`config.mk`:
```
export PLATFORM = sky130hd
export DESIGN_NAME = cacheline_burst_adaptor_flat
export DESIGN_NICKNAME = d
export VERILOG_FILES = /design/src/rtl/cacheline_burst_adaptor_if.sv /design/src/rtl/cacheline_burst_adaptor.sv /design/src/flat_wrapper.sv
export SDC_FILE = /design/constraint.sdc
export NUM_CORES = 1
export LEC_CHECK = 0
export CAP_MARGIN = 20
export CORE_AREA = 2 2 277 279
export DETAILED_ROUTE_END_ITERATION = 8
export DIE_AREA = 0 0 279 281
export DONT_BUFFER_PORTS = 1
export MAX_ROUTING_LAYER = met4
export PLACE_DENSITY = 0.46
export SETUP_SLACK_MARGIN = 0.1
export SLEW_MARGIN = 25
export SYNTH_ARGS = -nofsm -noshare
export SYNTH_HDL_FRONTEND = slang
export SYNTH_SLANG_ARGS = --single-unit
```
`constraint.sdc`:
```
create_clock -name clk -period 2.7 [get_ports clk]
set_input_delay 0.54 -clock clk [delete_from_list [all_inputs] [get_ports clk]]
set_output_delay 0.54 -clock clk [all_outputs]
set_load 0.05 [all_outputs]
```
`src/rtl/cacheline_burst_adaptor_if.sv`:
```
// ---------------------------------------------------------------------------
// cacheline_burst_adaptor_if
//
// Purpose: bundles the cache-side line port and the memory-side burst port
// of the cacheline burst adaptor into a single interface.
//
// Signals (directions as seen by the adaptor, i.e. the slave modport):
//   line_addr_i   in   ADDR_WIDTH   cache line byte address (offset bits ignored)
//   line_read_i   in   1            cache read request, held until resp_o
//   line_write_i  in   1            cache write request, held until resp_o
//   line_data_i   in   LINE_WIDTH   write-back line
//   line_data_o   out  LINE_WIDTH   fetched line
//   resp_o        out  1            completion pulse to the cache
//   mem_addr_o    out  ADDR_WIDTH   line-aligned burst address
//   mem_read_o    out  1            burst read request
//   mem_write_o   out  1            burst write request
//   mem_wdata_o   out  BURST_WIDTH  current write beat
//   mem_rdata_i   in   BURST_WIDTH  current read beat
//   mem_resp_i    in   1            one beat transferred in each cycle it is high
//
// Modports:
//   slave  - the adaptor itself
//   master - the environment (cache controller + memory model)
// ---------------------------------------------------------------------------
interface cacheline_burst_adaptor_if #(
  parameter int LINE_WIDTH  = 256,
  parameter int BURST_WIDTH = 64,
  parameter int ADDR_WIDTH  = 32
);

  logic [ADDR_WIDTH-1:0]  line_addr_i;
  logic                   line_read_i;
  logic                   line_write_i;
  logic [LINE_WIDTH-1:0]  line_data_i;
  logic [LINE_WIDTH-1:0]  line_data_o;
  logic                   resp_o;

  logic [ADDR_WIDTH-1:0]  mem_addr_o;
  logic                   mem_read_o;
  logic                   mem_write_o;
  logic [BURST_WIDTH-1:0] mem_wdata_o;
  logic [BURST_WIDTH-1:0] mem_rdata_i;
  logic                   mem_resp_i;

  modport slave (
    input  line_addr_i,
    input  line_read_i,
    input  line_write_i,
    input  line_data_i,
    output line_data_o,
    output resp_o,
    output mem_addr_o,
    output mem_read_o,
    output mem_write_o,
    output mem_wdata_o,
    input  mem_rdata_i,
    input  mem_resp_i
  );

  modport master (
    output line_addr_i,
    output line_read_i,
    output line_write_i,
    output line_data_i,
    input  line_data_o,
    input  resp_o,
    input  mem_addr_o,
    input  mem_read_o,
    input  mem_write_o,
    input  mem_wdata_o,
    output mem_rdata_i,
    output mem_resp_i
  );

endinterface

```
`src/rtl/cacheline_burst_adaptor.sv`:
```
// ---------------------------------------------------------------------------
// cacheline_burst_adaptor
//
// Purpose: memory-side responder for the cache line port. Accepts whole-line
// read/write requests and serves them as BEATS = LINE_WIDTH/BURST_WIDTH
// sequential beats on a narrower burst memory interface, then pulses resp_o
// to the cache. Beat k is line bits [k*BURST_WIDTH +: BURST_WIDTH].
//
// Ports:
//   clk   in  clock, all state changes on posedge
//   rst   in  synchronous active-high reset
//   bus   cacheline_burst_adaptor_if.slave (cache line port + burst port)
//
// Build option:
//   CACHELINE_ADAPTOR_FAST_RESP_EN - when defined, the DONE state is removed;
//   resp_o is raised combinationally during the last beat handshake and the
//   final read beat is forwarded straight onto line_data_o in that cycle.
//   When undefined, resp_o is a registered pulse one cycle after the last
//   beat (DONE state).
// ---------------------------------------------------------------------------
module cacheline_burst_adaptor #(
  parameter int LINE_WIDTH  = 256,
  parameter int BURST_WIDTH = 64,
  parameter int ADDR_WIDTH  = 32
) (
  input logic                      clk,
  input logic                      rst,
  cacheline_burst_adaptor_if.slave bus
);

  localparam int BEATS  = LINE_WIDTH / BURST_WIDTH;
  localparam int CNT_W  = $clog2(BEATS);
  localparam int OFFS_W = $clog2(LINE_WIDTH / 8);

  localparam logic [CNT_W-1:0]      LAST_CNT  = CNT_W'(BEATS - 1);
  // Clears the byte-offset bits of the line address.
  localparam logic [ADDR_WIDTH-1:0] ADDR_MASK = {ADDR_WIDTH{1'b1}} << OFFS_W;

`ifdef CACHELINE_ADAPTOR_FAST_RESP_EN
  typedef enum logic [1:0] {
    IDLE     = 2'd0,
    RD_BURST = 2'd1,
    WR_BURST = 2'd2
  } state_t;
`else
  typedef enum logic [1:0] {
    IDLE     = 2'd0,
    RD_BURST = 2'd1,
    WR_BURST = 2'd2,
    DONE     = 2'd3
  } state_t;
`endif

  state_t                  state_q,     state_d;
  logic [CNT_W-1:0]        cnt_q,       cnt_d;
  logic [ADDR_WIDTH-1:0]   addr_q,      addr_d;
  logic [LINE_WIDTH-1:0]   wbuf_q,      wbuf_d;   // latched write-back line
  logic [LINE_WIDTH-1:0]   rbuf_q,      rbuf_d;   // fetched line buffer
  logic                    mem_read_q,  mem_read_d;
  logic                    mem_write_q, mem_write_d;
  logic [BURST_WIDTH-1:0]  mem_wdata_q, mem_wdata_d;
`ifndef CACHELINE_ADAPTOR_FAST_RESP_EN
  logic                    resp_q,      resp_d;
`endif

  logic                    last_beat;

  // Write-back line viewed as an array of beats so the current beat can be
  // selected by the counter.
  logic [BURST_WIDTH-1:0]  wbeat [BEATS];

  for (genvar gi = 0; gi < BEATS; gi++) begin : g_wbeat
    assign wbeat[gi] = wbuf_q[gi*BURST_WIDTH +: BURST_WIDTH];
  end

  // Handshake of the final beat of the current burst.
  assign last_beat = bus.mem_resp_i && (cnt_q == LAST_CNT);

  // -------------------------------------------------------------------------
  // Next-state / next-output logic
  // -------------------------------------------------------------------------
  always_comb begin
    state_d     = state_q;
    cnt_d       = cnt_q;
    addr_d      = addr_q;
    wbuf_d      = wbuf_q;
    rbuf_d      = rbuf_q;
    mem_read_d  = 1'b0;
    mem_write_d = 1'b0;
    mem_wdata_d = '0;
`ifndef CACHELINE_ADAPTOR_FAST_RESP_EN
    resp_d      = 1'b0;
`endif

    unique case (state_q)
      IDLE: begin
        // Write wins when both requests are present; the read stays pending
        // at the cache and is picked up after this write completes.
        if (bus.line_write_i) begin
          addr_d      = bus.line_addr_i & ADDR_MASK;
          wbuf_d      = bus.line_data_i;
          cnt_d       = '0;
          state_d     = WR_BURST;
          mem_write_d = 1'b1;
          mem_wdata_d = bus.line_data_i[BURST_WIDTH-1:0];
        end else if (bus.line_read_i) begin
          addr_d      = bus.line_addr_i & ADDR_MASK;
          cnt_d       = '0;
          state_d     = RD_BURST;
          mem_read_d  = 1'b1;
        end
      end

      RD_BURST: begin
        mem_read_d = 1'b1;
        if (bus.mem_resp_i) begin
          // Beats land directly in the visible line buffer, so the previous
          // line remains on line_data_o until the first beat of this read.
          for (int b = 0; b < BEATS; b++) begin
            if (cnt_q == CNT_W'(b)) begin
              rbuf_d[b*BURST_WIDTH +: BURST_WIDTH] = bus.mem_rdata_i;
            end
          end
          cnt_d = cnt_q + 1'b1;
          if (last_beat) begin
            mem_read_d = 1'b0;
`ifdef CACHELINE_ADAPTOR_FAST_RESP_EN
            state_d    = IDLE;
`else
            state_d    = DONE;
            resp_d     = 1'b1;
`endif
          end
        end
      end

      WR_BURST: begin
        mem_write_d = 1'b1;
        mem_wdata_d = wbeat[cnt_q];
        if (bus.mem_resp_i) begin
          cnt_d = cnt_q + 1'b1;
          if (last_beat) begin
            mem_write_d = 1'b0;
            mem_wdata_d = '0;
`ifdef CACHELINE_ADAPTOR_FAST_RESP_EN
            state_d     = IDLE;
`else
            state_d     = DONE;
            resp_d      = 1'b1;
`endif
          end else begin
            // Present the following beat in the cycle after the handshake.
            mem_wdata_d = wbeat[cnt_d];
          end
        end
      end

`ifndef CACHELINE_ADAPTOR_FAST_RESP_EN
      // The cache still holds its request while it sees resp_o, so requests
      // are deliberately not sampled here.
      DONE: begin
        state_d = IDLE;
      end
`endif

      default: begin
        state_d = IDLE;
      end
    endcase
  end

  // -------------------------------------------------------------------------
  // State and output registers
  // -------------------------------------------------------------------------
  always_ff @(posedge clk) begin
    if (rst) begin
      state_q     <= IDLE;
      cnt_q       <= '0;
      addr_q      <= '0;
      wbuf_q      <= '0;
      rbuf_q      <= '0;
      mem_read_q  <= 1'b0;
      mem_write_q <= 1'b0;
      mem_wdata_q <= '0;
`ifndef CACHELINE_ADAPTOR_FAST_RESP_EN
      resp_q      <= 1'b0;
`endif
    end else begin
      state_q     <= state_d;
      cnt_q       <= cnt_d;
      addr_q      <= addr_d;
      wbuf_q      <= wbuf_d;
      rbuf_q      <= rbuf_d;
      mem_read_q  <= mem_read_d;
      mem_write_q <= mem_write_d;
      mem_wdata_q <= mem_wdata_d;
`ifndef CACHELINE_ADAPTOR_FAST_RESP_EN
      resp_q      <= resp_d;
`endif
    end
  end

  // -------------------------------------------------------------------------
  // Outputs
  // -------------------------------------------------------------------------
  assign bus.mem_addr_o  = addr_q;
  assign bus.mem_read_o  = mem_read_q;
  assign bus.mem_write_o = mem_write_q;
  assign bus.mem_wdata_o = mem_wdata_q;

`ifdef CACHELINE_ADAPTOR_FAST_RESP_EN
  logic read_done;
  assign read_done  = (state_q == RD_BURST) && last_beat;
  assign bus.resp_o = ((state_q == RD_BURST) || (state_q == WR_BURST)) && last_beat;

  // The top slice forwards the final read beat in its handshake cycle so the
  // cache sees the complete line together with resp_o.
  always_comb begin
    bus.line_data_o = rbuf_q;
    if (read_done) begin
      bus.line_data_o[(BEATS-1)*BURST_WIDTH +: BURST_WIDTH] = bus.mem_rdata_i;
    end
  end
`else
  assign bus.resp_o      = resp_q;
  assign bus.line_data_o = rbuf_q;
`endif

endmodule

```
`src/flat_wrapper.sv`:
```
// flat-port wrapper written by rule: the top's interface ports become plain ports
module cacheline_burst_adaptor_flat 
#(
  parameter int LINE_WIDTH  = 256,
  parameter int BURST_WIDTH = 64,
  parameter int ADDR_WIDTH  = 32
)
  (clk, rst, bus_line_addr_i, bus_line_read_i, bus_line_write_i, bus_line_data_i, bus_line_data_o, bus_resp_o, bus_mem_addr_o, bus_mem_read_o, bus_mem_write_o, bus_mem_wdata_o, bus_mem_rdata_i, bus_mem_resp_i);
  cacheline_burst_adaptor_if #(.LINE_WIDTH(LINE_WIDTH), .BURST_WIDTH(BURST_WIDTH), .ADDR_WIDTH(ADDR_WIDTH)) bus_i ();
  input logic clk;
  input logic rst;
  input wire logic [$bits(bus_i.line_addr_i)-1:0] bus_line_addr_i;
  input wire logic [$bits(bus_i.line_read_i)-1:0] bus_line_read_i;
  input wire logic [$bits(bus_i.line_write_i)-1:0] bus_line_write_i;
  input wire logic [$bits(bus_i.line_data_i)-1:0] bus_line_data_i;
  output wire logic [$bits(bus_i.line_data_o)-1:0] bus_line_data_o;
  output wire logic [$bits(bus_i.resp_o)-1:0] bus_resp_o;
  output wire logic [$bits(bus_i.mem_addr_o)-1:0] bus_mem_addr_o;
  output wire logic [$bits(bus_i.mem_read_o)-1:0] bus_mem_read_o;
  output wire logic [$bits(bus_i.mem_write_o)-1:0] bus_mem_write_o;
  output wire logic [$bits(bus_i.mem_wdata_o)-1:0] bus_mem_wdata_o;
  input wire logic [$bits(bus_i.mem_rdata_i)-1:0] bus_mem_rdata_i;
  input wire logic [$bits(bus_i.mem_resp_i)-1:0] bus_mem_resp_i;
  assign bus_i.line_addr_i = bus_line_addr_i;
  assign bus_i.line_read_i = bus_line_read_i;
  assign bus_i.line_write_i = bus_line_write_i;
  assign bus_i.line_data_i = bus_line_data_i;
  assign bus_line_data_o = bus_i.line_data_o;
  assign bus_resp_o = bus_i.resp_o;
  assign bus_mem_addr_o = bus_i.mem_addr_o;
  assign bus_mem_read_o = bus_i.mem_read_o;
  assign bus_mem_write_o = bus_i.mem_write_o;
  assign bus_mem_wdata_o = bus_i.mem_wdata_o;
  assign bus_i.mem_rdata_i = bus_mem_rdata_i;
  assign bus_i.mem_resp_i = bus_mem_resp_i;
  cacheline_burst_adaptor #(.LINE_WIDTH(LINE_WIDTH), .BURST_WIDTH(BURST_WIDTH), .ADDR_WIDTH(ADDR_WIDTH)) u_core (.clk(clk), .rst(rst), .bus(bus_i));
endmodule
```
# After elaboration in Yosys (flattened, before gate mapping)
# Cells that the tools add are included.
totals:
  register_bits: 615
  out_inout_bits: 355
classes:
  n_eq_ne: 9
  n_bitwise: 4
  magnitude_cmp: 2
  addsub: 1
  muxes: 29
  reduce_logical: 15
ops:
  columns: ["cell", "n"]
  rows:
  - ["64-bit two-way mux", 7]
  - ["64-bit binary-select mux with 2-bit select", 2]
  - ["64-bit case mux with 2 select lines", 1]
  - ["32-bit two-way mux", 2]
  - ["3-bit AND reduction", 6]
  - ["2-bit two-way mux", 7]
  - ["2-bit equality test, second input constant", 4]
  - ["3-bit >= comparator, second input constant", 2]
  - ["1-bit two-way mux", 6]
  - ["2-bit NOT with 3-bit output", 2]
  - ["2-bit case mux with 3 select lines", 1]
  - ["2-bit by 1-bit equality test with 1-bit output, second input constant", 2]
  - ["2-bit zero test", 2]
  - ["2-bit by 1-bit inequality test with 1-bit output, second input constant", 2]
  - ["1-bit case mux with 2 select lines", 2]
  - ["2-bit case mux with 2 select lines", 1]
  - ["2-bit AND reduction", 2]
  - ["2-bit nonzero test", 2]
  - ["3-bit inequality test, second input constant", 1]
  - ["3-bit OR reduction", 1]
  - ["2-bit by 1-bit adder with 2-bit output, second input constant", 1]
  - ["1-bit NOT", 2]
  - ["2-bit OR reduction", 1]
  - ["1-bit logical AND", 1]

# Longest topological paths before layout
# Gate-level depths: netlist of the first run.
logic_depth:
  word_depth: 8
  mapped_depth: 12

# Least setup slack after synthesis of the first run
# OpenSTA, ideal clock, no wires.
synth_timing:
  kind: "reg2reg"
  from: "reg u_core.cnt_q[1]"
  to: "reg u_core.mem_wdata_q[62], in the netlist u_core.bus.mem_wdata_o[62]"
  period_less_slack_ns: 2.379
  setup_slack_ns: 0.321
  setup_ns: 0.132
  t_arrival_ns: 2.247
  path_stages_with_launch: 10
  required_time_ns: 2.568
  path_cell_list: "dfxtp_1 > buf_2 > buf_2 > inv_1 > ha_1 > buf_6 > mux4_2 > mux2_2 > nand2_1 > a21oi_1"
synth_between:
  elab_chain_cells: 8
  word_cells_on_any_way: 14
synth_rtl:
  columns: ["element", "line_no", "source"]
  rows:
  - ["start: declaration", "cacheline_burst_adaptor.sv:55", "logic [CNT_W-1:0] cnt_q, cnt_d;"]
  - ["start signal: assignment", "cacheline_burst_adaptor.sv:190", "cnt_q <= cnt_d;"]
  - ["2-bit by 1-bit adder with 2-bit output", "cacheline_burst_adaptor.sv:141", "cnt_d = cnt_q + 1'b1;"]
  - ["2-bit NOT with 3-bit output (not written as such)", "cacheline_burst_adaptor.sv:153", "mem_wdata_d = wbeat[cnt_d];"]
  - ["64-bit binary-select mux with 2-bit select", "cacheline_burst_adaptor.sv:153", null]
  - ["64-bit two-way mux (not written as such) (2 in series)", "cacheline_burst_adaptor.sv:153", null]
  - ["64-bit two-way mux", "cacheline_burst_adaptor.sv:142", "if (last_beat) begin"]
  - ["64-bit two-way mux (*)", "cacheline_burst_adaptor.sv:140", "if (bus.mem_resp_i) begin"]
  - ["64-bit case mux with 2 select lines (*)", "cacheline_burst_adaptor.sv:95", "unique case (state_q)"]
  - ["end signal: assignment", "cacheline_burst_adaptor.sv:196", "mem_wdata_q <= mem_wdata_d;"]
  - ["end: declaration", "cacheline_burst_adaptor.sv:61", "logic [BURST_WIDTH-1:0] mem_wdata_q, mem_wdata_d;"]
# Every way passes the cells marked *; elsewhere a longest branch is shown, timed or not. The select of a mux whose other input is x is not followed.
# A chain may end at the register's enable or synchronous reset.

==> results.toml, run 1 <==
[run_status]
outcome = "finished, violations left"
failed_checks = "slew limit"

[yosys]
synthesis.area_um2 = 24640
ys.warnings.count = 0
synth-main-ff-cell = "dfxtp_1"
synth_largest_area_cell = "dfxtp_1"
syn_inst = 2925
async_flop_share_pct = 0
synthMuxAreaShare_pct = 11.43
ys_top_cells_by_area = "dfxtp_1 50%, nand2_1 16%, a21oi_1 12%"
synthSimpleGateAreaFrac_pct = 17.76
synth-compound-area-share_pct = 15.65
synth_top_family_by_area = "simple AND/OR/NAND/NOR gates"
synth.distinct_cells = 37
synth_edf_count = 0
ys_ff_latch = 610
synth_xor_xnor_area_share_pct = 0
synth_adder_area_share_pct = 0.4062
synth_top_area_share_pct = 49.56
syn_area_per_cell_um2 = 8.425
yosys-top-cells-count = "1083 x nand2_1, 610 x dfxtp_1, 603 x a21oi_1"
ys_seq_area_share_pct = 49.56
synth.most_common_cell = "nand2_1"

[timing]
period_needed_ns = 2.501
finClkSkew_ns = 0.02662
whs_ns = 0.06111
relSlewSlack_pct = -63.21
worstMarginPinSlew_ns = 2.448
drv_slew = 242
tns_ns = 0
finalHoldViolations = 0
rsz0062_at_grt = "false"
setup_viol = 0
fmax_ghz = 0.3998
finalCritPeriodShare_pct = 92.64

[power]
power.leakage_uw = 0.009292
max-vdd-ir-drop_mv = 0.5583
p_per_area_nw_per_um2 = 1075

[grt]
grt_start_max_net_pins = 548
met1_usage_pct = 27.00
grt_use_total_pct = 22.22
grt-ovfl-total = 0
grt_pass1_wl_um = 129600
grt_use_met2_pct = 36.15
met3_usage_pct = 4.888
first_global_vias = 19910
top_usage_layer = "met2"
antenna_found_initial = 8

[clocking]
post_cts_buffers = 0
cts_tree = "done"
cts_max_level = 3
clk_path_buf_depth = 3
clk_latency_ns = 0.61
clk_pin_slew_ns = 0.06
root_buffer = "clkbuf_16"
cts_buffers = 74
clock_sink_count = 610

[critical_path]
worstPathArrival_ns = 3.00
crit_required_ns = 3.20
crit_type = "input pin to flip-flop"
r2r_cells = 7
start_kind = "input pin"
cp_max_fo = 547
critPathLaunch = "rst"
cp-end-kind = "flip-flop"
reg2reg_from = "u_core.state_q[0]$_SDFFE_PP0P_"

[drt]
route.detailed.drc = 0
via_count = 20530
wl_per_cell_um = 23.12
ant_nets = 0
wl_um = 89230
drtIter0Drc = 1524
first_pass_iters = 6
via_per_inst = 5.320

[floorplanning]
die_x_um = 279
start_util_pct = 32.66
core_um2 = 75440
die_y_um = 281
io_pins = 712
dieArea_um2 = 78400
rows = 101

[place]
post-dp-hpwl_um = 59210
place_congestion = 0.8424
port-buffer-count = 0

[final_layout]
layout-drive-gt1-share_pct = 10.09
syn2layout_area_growth_pct = 12.67
fin_nets = 3184
fillers = 7754

[hold_path]
worstHoldStart = "bus_line_addr_i[17]"
hold_class = "input pin to flip-flop"
min_path_cells = 2

[flow_run]
cap_violations = 0
[through the flow]
step | utilization (%) | worst slack (ns) | cells | area, um2 | total power, uW
global route | 36.80 | 0.1748 | 3858 | 27760 | 31320
detailed placement | 33.66 | 0.3971 | 3720 | 25390 | 20500
CTS | 36.78 | 0.3707 | 3851 | 27750 | 30180
global placement | 33.66 | 0.4914 | 3720 | 25390 | 20300
floorplan | - | 0.3207 | 2929 | 24660 | 18450
finish | 36.80 | 0.1987 | 3859 | 27770 | 29860
[critical path, stage by stage]
cell and delay (ns):
o21bai_4 0.84, buf_12 0.24, a21oi_1 0.22
[cell type report]
type                       instances  area [um2]  share of cell area, %
timing repair buffer              58       688.2                  2.478
clock buffer                     108        2172                  7.823
clock inverter                    22       170.2                 0.6129
antenna                            8       20.02                0.07210
multi-input combinational       2068       11250                  40.50
tap                              978        1224                  4.407
inverter                           7       26.28                0.09463
sequential                       610       12220                  44.01
[layer usage]
metal | share of wire [%] | wire (um) | vias to the layer above
li1 | - | - | 9638
met1 | 41 | 36580 | 9959
met2 | 49 | 43710 | 779
met3 | 6.8 | 6093 | 155
met4 | 3.2 | 2856 | 0
met5 | 0 | 0 | -
[registers in the layout, summed over array words and instances (netlist names)]
signal,cells
u_core.state_q,2
u_core.bus.mem_addr_o,27
u_core.bus.mem_write_o,1
u_core.wbuf_q,256
u_core.bus.resp_o,1
u_core.cnt_q,2
u_core.bus.mem_wdata_o,64
u_core.bus.mem_read_o,1
u_core.bus.line_data_o,256
[power by group]
part | switching, uW | internal, uW
clock network | 4010 | 5600
logic | 4500 | 3040
registers | 2520 | 10200
total | 11000 | 18800
[placed cells by master, fill, tap and decap left out, drive strengths merged]
cell         synthesis  routed
inv                  7      11
and2                 2       2
diode                0       8
a32oi                1       1
o22ai               17      17
o211ai              45      45
nor3b                1       1
a311oi               1       1
dfxtp              610     610
and3                 4       4
a21oi              603     603
o21bai               1       1
nand3                5       5
mux2i               92      92
a22oi               46      46
conb                 1       5
a221oi               1       1
mux4                66      66
nor2                25      25
clkbuf             127     108
nand2b               2       2
nor2b                2       2
nand2             1083    1083
nand4b               1       1
mux2                36      36
a31oi                1       1
clkinvlp             0       3
dlygate4sd3          0       1
or2                  1       1
or3                 17      17
o21ai                2       2
clkinv               0      15
buf                117      57
ha                   8       8
[cell families after synthesis]
kind of cell	Yosys count
mux	194
other cells	1
simple gates	1143
fa+ha+maj	8
buf+inv	251
compound gates	718
flops	610
[timing repair]
item	4_1_cts	5_1_grt
hold endpoints to repair	1	0
resized for setup	0	0
hold buffers	1	0
endpoints found under the setup margin	0	0
[path summary, 6_finish.rpt]
kind / end / slack, ns
max: u_core.bus.mem_wdata_o[20]$_SDFF_PP0_ / 0.20
max reg2reg: u_core.wbuf_q[31]$_SDFFE_PP0P_ / 0.34
min reg2reg: u_core.wbuf_q[140]$_SDFFE_PP0P_ / 0.47
min: u_core.bus.mem_addr_o[17]$_SDFFE_PP0P_ / 0.06
No activity file was read; power rests on OpenSTA's default activity.
==> inputs of run 2 (changes only) <==
CORE_AREA = 2 2 275 277   (was 2 2 277 279)
DIE_AREA = 0 0 277 279   (was 0 0 279 281)
PLACE_DENSITY = 0.47   (was 0.46)
clock period = 3.1 ns   (was 2.7 ns; I/O delays follow)
==> results.toml, run 2 (synthesis results as in run 1) <==
[power]
max-vdd-ir-drop_mv = 0.5306
p_per_area_nw_per_um2 = 943.3
power.leakage_uw = 0.009232

[floorplanning]
die_y_um = 279
start_util_pct = 33.27
dieArea_um2 = 77280
die_x_um = 277
io_pins = 712
rows = 100
core_um2 = 74070

[place]
post-dp-hpwl_um = 57490
place_congestion = 0.8739
place_inst = 3695
port-buffer-count = 0

[clocking]
clk_latency_ns = 0.62
root_buffer = "clkbuf_16"
clk_pin_slew_ns = 0.06
cts_buffers = 70
clock_sink_count = 610
cts_max_level = 3
cts_tree = "done"
clk_path_buf_depth = 3
post_cts_buffers = 0
cts_resized = 0
cts_hold_buf = 0

[final_layout]
fillers = 7563
layout-drive-gt1-share_pct = 9.530
fin_nets = 3163
multi_input_area_um2 = 11260
most-common-layout-cells = "1082 x nand2_1, 608 x dfxtp_1, 603 x a21oi_1"
stdcell_count = 3830
register_area_um2 = 12220
syn2layout_area_growth_pct = 12.36
final_common_cell = "nand2_1"

[flow_run]
cap_violations = 0

[timing]
finalHoldViolations = 0
setup_viol = 0
period_needed_ns = 2.825
tns_ns = 0
finalCritPeriodShare_pct = 91.12
fmax_ghz = 0.3540
drv_slew = 281
worstMarginPinSlew_ns = 2.591
finClkSkew_ns = 0.01822
rsz0062_at_grt = "false"
relSlewSlack_pct = -72.76

[drt]
wl_um = 87710
wl_per_cell_um = 22.90
ant_nets = 0
drtIter0Drc = 1736
via_count = 20430
via_per_inst = 5.334
first_pass_iters = 6
route.detailed.drc = 0

[grt]
first_global_vias = 19940
grt_pass1_wl_um = 128500
grt_use_total_pct = 22.22
grt-ovfl-total = 0
grt_start_max_net_pins = 548
antenna_found_initial = 7

[hold_path]
hold_class = "input pin to flip-flop"

[critical_path]
worstPathArrival_ns = 3.34
cp-end-kind = "flip-flop"
cp_max_fo = 547
start_kind = "input pin"
crit_required_ns = 3.62
crit_type = "input pin to flip-flop"

[run_status]
outcome = "finished, violations left"
failed_checks = "slew limit"
-- run 2: cell types whose count changed in the layout (fill, tap and decap cells not counted), sizes merged --
cell / before / now
buf: 57 / 41
clkinv: 15 / 14
bufinv: 0 / 8
inv: 11 / 12
dlygate4sd3: 1 / 0
clkbuf: 108 / 99
clkinvlp: 3 / 2
diode: 8 / 7
-- run 2: stage by stage --
stage / hold slack (ns) / util, % / worst slack, ns / area, um2 / total power (uW)
detailed placement: 0.4605 / 34.10 / 0.7184 / 25260 / 17720
floorplan: 0.4411 / - / 0.7207 / 24660 / 16070
CTS: 0.06993 / 37.35 / 0.6956 / 27660 / 26410
global route: 0.09351 / 37.38 / 0.5500 / 27690 / 27440
finish: 0.1324 / 37.38 / 0.2754 / 27690 / 26120
global placement: 0.4532 / 34.10 / 0.7295 / 25260 / 17540
-- run 2: where the power goes --
group | total [uW] | switching [uW] | internal [uW]
registers | 11000 | 2170 | 8880
clock network | 8650 | 3480 | 5180
logic | 6420 | 3860 | 2560
-- run 2: final cells by class --
cell class | count | area share [%]
Multi-Input combinational cell | 2068 | 40.67
Sequential cell | 610 | 44.13
Antenna cell | 7 | 0.06327
Timing Repair Buffer | 41 | 1.970
Tap cell | 969 | 4.379
Clock inverter | 29 | 1.536
Inverter | 7 | 0.09490
Clock buffer | 99 | 7.154
-- run 2: path summary, 6_finish.rpt --
path | start | endpoint | slack, ns | cells past startpoint
worst min register to register | u_core.wbuf_q[181]$_SDFFE_PP0P_ | u_core.wbuf_q[181]$_SDFFE_PP0P_ | 0.46 | 2
worst max-delay path | rst | u_core.bus.mem_wdata_o[12]$_SDFF_PP0_ | 0.28 | 3
worst min-delay path | bus_mem_rdata_i[25] | u_core.bus.line_data_o[89]$_SDFFE_PP0P_ | 0.13 | 2
worst max register to register | u_core.state_q[1]$_SDFFE_PP0P_ | u_core.wbuf_q[56]$_SDFFE_PP0P_ | 0.73 | 7
-- run 2: worst max-delay path: stages --
cell and delay (ns):
o21bai_4 1.00, buf_4 0.31, a21oi_1 0.19
-- run 2: routing by layer --
layer	GRT usage (%)	share of wire [%]	wire [um]
met1	26.69	41	35710
met2	35.83	48	42260
met3	5.255	7.6	6623
met4	9.253	3.6	3115
met5	-	0	0
